$ cat src/rtl/adc_frame_packer.sv
// Packs one ADC sample set per strobe into an AXI4-Stream frame: a sample-counter header word
// followed by one sign-extended word per channel. Dropped strobes are counted as overruns.
module adc_frame_packer #(
  parameter int unsigned ADC_CHANNELS   = 8,
  parameter int unsigned ADC_DATA_WIDTH = 18,
  parameter int unsigned TDATA_WIDTH    = 32,
  parameter int unsigned TCQ            = 1
) (
  input  logic                               adc_read_clk,
  input  logic                               rstn,
  input  logic                               acq_en,
  input  logic                               sample_strobe,
  input  logic [ADC_DATA_WIDTH*ADC_CHANNELS-1:0] adc_data_arr,
  output logic [TDATA_WIDTH-1:0]             m_axis_tdata,
  output logic                               m_axis_tvalid,
  input  logic                               m_axis_tready,
  output logic                               m_axis_tlast,
  output logic [31:0]                        sample_cnt,
  output logic [15:0]                        overrun_cnt,
  output logic                               busy
);

  localparam int unsigned IdxW = (ADC_CHANNELS > 1) ? $clog2(ADC_CHANNELS) : 1;
  localparam logic [IdxW-1:0] LastIdx = IdxW'(ADC_CHANNELS - 1);

  if (ADC_CHANNELS < 2 || ADC_CHANNELS > 48 || (ADC_CHANNELS % 2) != 0 ||
      TDATA_WIDTH < 32 || TDATA_WIDTH < ADC_DATA_WIDTH || TCQ > 100) begin : g_bad_params
    $error("adc_frame_packer: unsupported parameter set");
  end

  typedef enum logic [1:0] {StIdle, StHeader, StData} state_e;

  state_e                    state_q, state_d;
  logic [IdxW-1:0]           ch_idx_q, ch_idx_d;
  logic [31:0]               header_q, header_d;
  logic [31:0]               sample_cnt_q, sample_cnt_d;
  logic [15:0]               overrun_cnt_q, overrun_cnt_d;
  logic                      acq_en_q;
  logic [ADC_DATA_WIDTH-1:0] snap_q [ADC_CHANNELS];

  logic                      counted;
  logic                      acq_rise;
  logic                      snap_load;
  logic [31:0]               sample_base;
  logic [15:0]               overrun_base;
  logic [ADC_DATA_WIDTH-1:0] cur_sample;

  assign counted      = sample_strobe && acq_en;
  assign acq_rise     = acq_en && !acq_en_q;
  // A fresh enable restarts both counters, even if a strobe lands in the same cycle.
  assign sample_base  = acq_rise ? 32'd0 : sample_cnt_q;
  assign overrun_base = acq_rise ? 16'd0 : overrun_cnt_q;
  assign snap_load    = counted && (state_q == StIdle);

  always_comb begin
    state_d       = state_q;
    ch_idx_d      = ch_idx_q;
    header_d      = header_q;
    sample_cnt_d  = sample_base;
    overrun_cnt_d = overrun_base;

    if (counted) begin
      sample_cnt_d = sample_base + 32'd1;
      if (state_q != StIdle) begin
        overrun_cnt_d = (overrun_base == 16'hFFFF) ? overrun_base : overrun_base + 16'd1;
      end
    end

    unique case (state_q)
      StIdle: begin
        if (counted) begin
          header_d = sample_base;
          state_d  = StHeader;
        end
      end
      StHeader: begin
        if (m_axis_tready) begin
          ch_idx_d = '0;
          state_d  = StData;
        end
      end
      StData: begin
        if (m_axis_tready) begin
          if (ch_idx_q == LastIdx) begin
            ch_idx_d = '0;
            state_d  = StIdle;
          end else begin
            ch_idx_d = ch_idx_q + 1'b1;
          end
        end
      end
      default: state_d = StIdle;
    endcase
  end

  always_ff @(posedge adc_read_clk or negedge rstn) begin
    if (!rstn) begin
      state_q       <= StIdle;
      ch_idx_q      <= '0;
      header_q      <= '0;
      sample_cnt_q  <= '0;
      overrun_cnt_q <= '0;
      acq_en_q      <= 1'b0;
      for (int k = 0; k < ADC_CHANNELS; k++) snap_q[k] <= '0;
    end else begin
      state_q       <= state_d;
      ch_idx_q      <= ch_idx_d;
      header_q      <= header_d;
      sample_cnt_q  <= sample_cnt_d;
      overrun_cnt_q <= overrun_cnt_d;
      acq_en_q      <= acq_en;
      if (snap_load) begin
        for (int k = 0; k < ADC_CHANNELS; k++) begin
          snap_q[k] <= adc_data_arr[ADC_DATA_WIDTH*k +: ADC_DATA_WIDTH];
        end
      end
    end
  end

  assign cur_sample = snap_q[ch_idx_q];

  // Outputs decode registered state only, so they never depend on tready and hold while stalled.
  always_comb begin
    m_axis_tdata  = '0;
    m_axis_tvalid = 1'b0;
    m_axis_tlast  = 1'b0;
    unique case (state_q)
      StIdle: ;
      StHeader: begin
        m_axis_tvalid = 1'b1;
        m_axis_tdata  = TDATA_WIDTH'(header_q);
      end
      StData: begin
        m_axis_tvalid = 1'b1;
        m_axis_tdata  = TDATA_WIDTH'($signed(cur_sample));
        m_axis_tlast  = (ch_idx_q == LastIdx);
      end
      default: ;
    endcase
  end

  assign sample_cnt  = sample_cnt_q;
  assign overrun_cnt = overrun_cnt_q;
  assign busy        = (state_q != StIdle);

endmodule

$ cat config.mk
export PLATFORM = sky130hd
export DESIGN_NAME = adc_frame_packer
export DESIGN_NICKNAME = d
export VERILOG_FILES = /design/src/rtl/adc_frame_packer.sv
export SDC_FILE = /design/constraint.sdc
export NUM_CORES = 1
export LEC_CHECK = 0
export BUFFER_PORTS_ARGS = -buffer_cell sky130_fd_sc_hd__buf_2
export CAP_MARGIN = 20
export CORE_AREA = 4 4 163 165
export CTS_BUF_LIST = sky130_fd_sc_hd__clkbuf_8
export CTS_CLUSTER_SIZE = 14
export DETAILED_ROUTE_END_ITERATION = 16
export DIE_AREA = 0 0 167 169
export PLACE_DENSITY = 0.69
export SYNTH_ARGS = -nofsm -noshare
export SYNTH_HDL_FRONTEND = slang
export SYNTH_SLANG_ARGS = --single-unit
$ cat constraint.sdc
create_clock -name adc_read_clk -period 3.4 [get_ports adc_read_clk]
set_input_delay 0 -clock adc_read_clk [delete_from_list [all_inputs] [get_ports adc_read_clk]]
set_output_delay 0 -clock adc_read_clk [all_outputs]
set_load 0.02 [all_outputs]
==> results.toml <==
[power]
power.total_uw = 10200
vdd_drop_max_v = 0.000391
p_leak_uw = 0.00673
p_per_area_nw_per_um2 = 697

[grt]
grt.total_usage_pct = 21.6
antenna_found_initial = 1
grt_max_degree = 129
grt_pass1_wl_microns = 48300
grt_overflow = 0
grt_pass1_vias = 8776

[floorplanning]
rows = 58
dieArea_sq_um = 28200
fp.dieW_microns = 167
core-area_sq_um = 25000
io_pins = 232
die_h_microns = 169
initial_core_util_pct = 42.5

[sta]
fin_crit_ns = 3.06
slew_headroom_pct = 33.9
slew_violations = 0
period_share_pct = 89.9
rsz0062_at_grt = "no"
tns_ns = 0
worstMarginPinSlew_ns = 0.991
finalHoldViolations = 0
hold_slack_ns = 0.169
fin_skew_ns = 0.0237
clock.fmax_ghz = 0.327
setup_viol = 0

[logic_synthesis]
synth-compound-area-share_pct = 5.81
synth_area_sq_um = 10700
synth_adder_area_share_pct = 0.705
synth_seq_area_share_pct = 54.0
postSynthCellCount = 865
synth_mux_area_share_pct = 24.7
synth_top_family_by_area = "multiplexers"
async_reset_ff_share_pct = 100
synthSimpleGateAreaFrac_pct = 10.0
synth-edff-count = 0
ys_ff_latch = 230
synth_ff_type = "dfrtp_1"
yosysWarnings = 0
synth_fp_nets = 1020
synth.distinct_cells = 40
synth_xor_area_share_pct = 2.22
synth_area_per_cell_sq_um = 12.3

[layout]
final_cells = 1614
nFillCells = 2018
syn2layout_area_growth_pct = 36.9
drive_gt1_share_pct = 38.9
regArea_sq_um = 5760
multi_input_area_sq_um = 4640
fin_area_sq_um = 14600
final_cell_mix = "buf_2, dfrtp_1, dlygate4sd3_1"
final_common_cell = "buf_2"
nNetsFinal = 1405

[clocking]
cts_made_buffers = 41
clk_latency_ns = 0.54
h-tree-depth = 2
cts_setup_buffers = 0
cts_tree = "yes"
cts.path.max_buffers = 3
clkTransAtPathRegs_ns = 0.06
cts.sinks = 230
cts-root-buf = "clkbuf_8"

[routing]
viasPerCell = 5.17
routedWlPerCell_microns = 19.1
drt_iter0_markers = 516
drc = 0
first_pass_iters = 5
vias = 8352
ant_nets = 0
finalWirelength_microns = 30800

[setup_path]
cp_data_arrival_time_ns = 3.06
slowest_delay_ns = 0.78
crit_buf_inv = 2
crit_path_start_kind = "register"
crit_fanout = 22
crit_type = "reg2out"
cp_top_family = "multiplexers"
worstPathRequired_ns = 3.40
crit_chain = "buf_12 -> mux4_2 -> mux2i_1 -> o21ai_0 -> buf_2"
end_kind = "output pin"
crit_slowest_cell = "dfrtp_2"

[placed_design]
placedCellCount = 1388
dpl.hpwl_microns = 19700
gp_congestion = 0.823
placed_cell_area_sq_um = 12200
portBuffers = 231

[run]
drv.max_cap_violation_count = 0

[min_path]
worst_hold_path_type = "in2async"

[run_status]
status = "finished, final reports clean"
## state kept, by name (all words and copies together), names as in the netlist
| name | cells |
|---|---|
| snap_q | 144 |
| header_q | 32 |
| sample_cnt | 32 |
| overrun_cnt | 16 |
| ch_idx_q | 3 |
| state_q | 2 |
| acq_en_q | 1 |
## synthesized netlist by cell type (2+ instances only)
library cell / number / area [sq um]
nand3b_1: 3 / 22.5
nor3b_1: 2 / 15.0
xnor2_1: 18 / 158
buf_2: 4 / 20.0
and2_1: 5 / 31.3
o41ai_1: 3 / 26.3
inv_1: 12 / 45.0
ha_1: 6 / 75.1
a32o_1: 3 / 30.0
mux4_2: 36 / 811
buf_1: 5 / 18.8
nor3_1: 17 / 85.1
xor2_1: 9 / 78.8
and3_1: 5 / 31.3
mux2i_1: 19 / 190
nor2_1: 35 / 131
a21o_1: 15 / 113
o21ai_0: 62 / 310
mux2_2: 145 / 1630
dfrtp_1: 230 / 5760
and4_1: 3 / 26.3
a31oi_1: 3 / 18.8
nand3_1: 15 / 75.1
nor4_1: 6 / 37.5
o311ai_0: 2 / 17.5
clkbuf_1: 44 / 165
nand4_1: 17 / 106
a21oi_1: 19 / 95.1
or3_1: 7 / 43.8
nand2_1: 105 / 394
## cell families after synthesis
family	count (synthesis)
XOR/XNOR	27
flip-flops	230
AO/OA/AOI/OAI	108
buffers and inverters	67
multiplexers	200
adder cells (fa/ha/maj)	6
AND/OR/NAND/NOR	227
## final cells by class
cell class,instances,share of cell area (%)
Clock inverter,20,0.763
Multi-Input combinational cell,568,31.8
Tap cell,330,2.83
Clock buffer,56,5.28
Timing Repair Buffer,397,19.5
Sequential cell,230,39.5
Antenna cell,1,0.0172
Inverter,12,0.309
## worst reg2reg max path, delay by kind of cell, from the launching register on
kind               cells  cell delay (ns)
AOI/OAI and AO/OA      1             0.15
DFF                    1             0.48
and+or+nand+nor        4             1.81
## final timing paths
kind	to	slack, ns	cells past startpoint	start
hold reg to reg	header_q[20]$_DFFE_PN0P_	0.48	2	header_q[20]$_DFFE_PN0P_
min in group adc_read_clk	snap_q[84]$_DFFE_PN0P_	0.23	3	adc_data_arr[66]
hold / removal	sample_cnt[16]$_DFF_PN0_	0.17	2	rstn
setup / recovery	m_axis_tdata[5]	0.34	5	ch_idx_q[0]$_DFFE_PN0P_
setup reg to reg	sample_cnt[26]$_DFF_PN0_	0.86	5	acq_en_q$_DFF_PN0_
max in group asynchronous	snap_q[5]$_DFFE_PN0P_	2.27	3	rstn
## through the flow
step	worst slack (ns)	utilization, %
CTS	0.234	58.2
global placement	0.908	48.8
floorplan	0.948	-
finish	0.342	58.3
global route	0.176	58.3
detailed placement	0.824	48.8
## where the power goes
part	switching, uW	total (uW)	internal [uW]
clock network	1150	2700	1540
registers	595	4260	3670
logic	1400	3200	1790
total	3150	10200	7010
## routing by layer
layer / GRT usage [%] / share of wire [%] / up-vias
met5: 0 / 0 / -
met4: 6.72 / 2.7 / 0
met3: 5.04 / 6.7 / 54
met2: 36.5 / 50 / 301
met1: 27.8 / 41 / 4114
li1: - / - / 3883
## repair_timing
action	4_1_cts	5_1_grt
resized for setup	0	0
hold buffers	148	0
endpoints found under the hold margin	281	0
(Power assumes the default switching activity.)
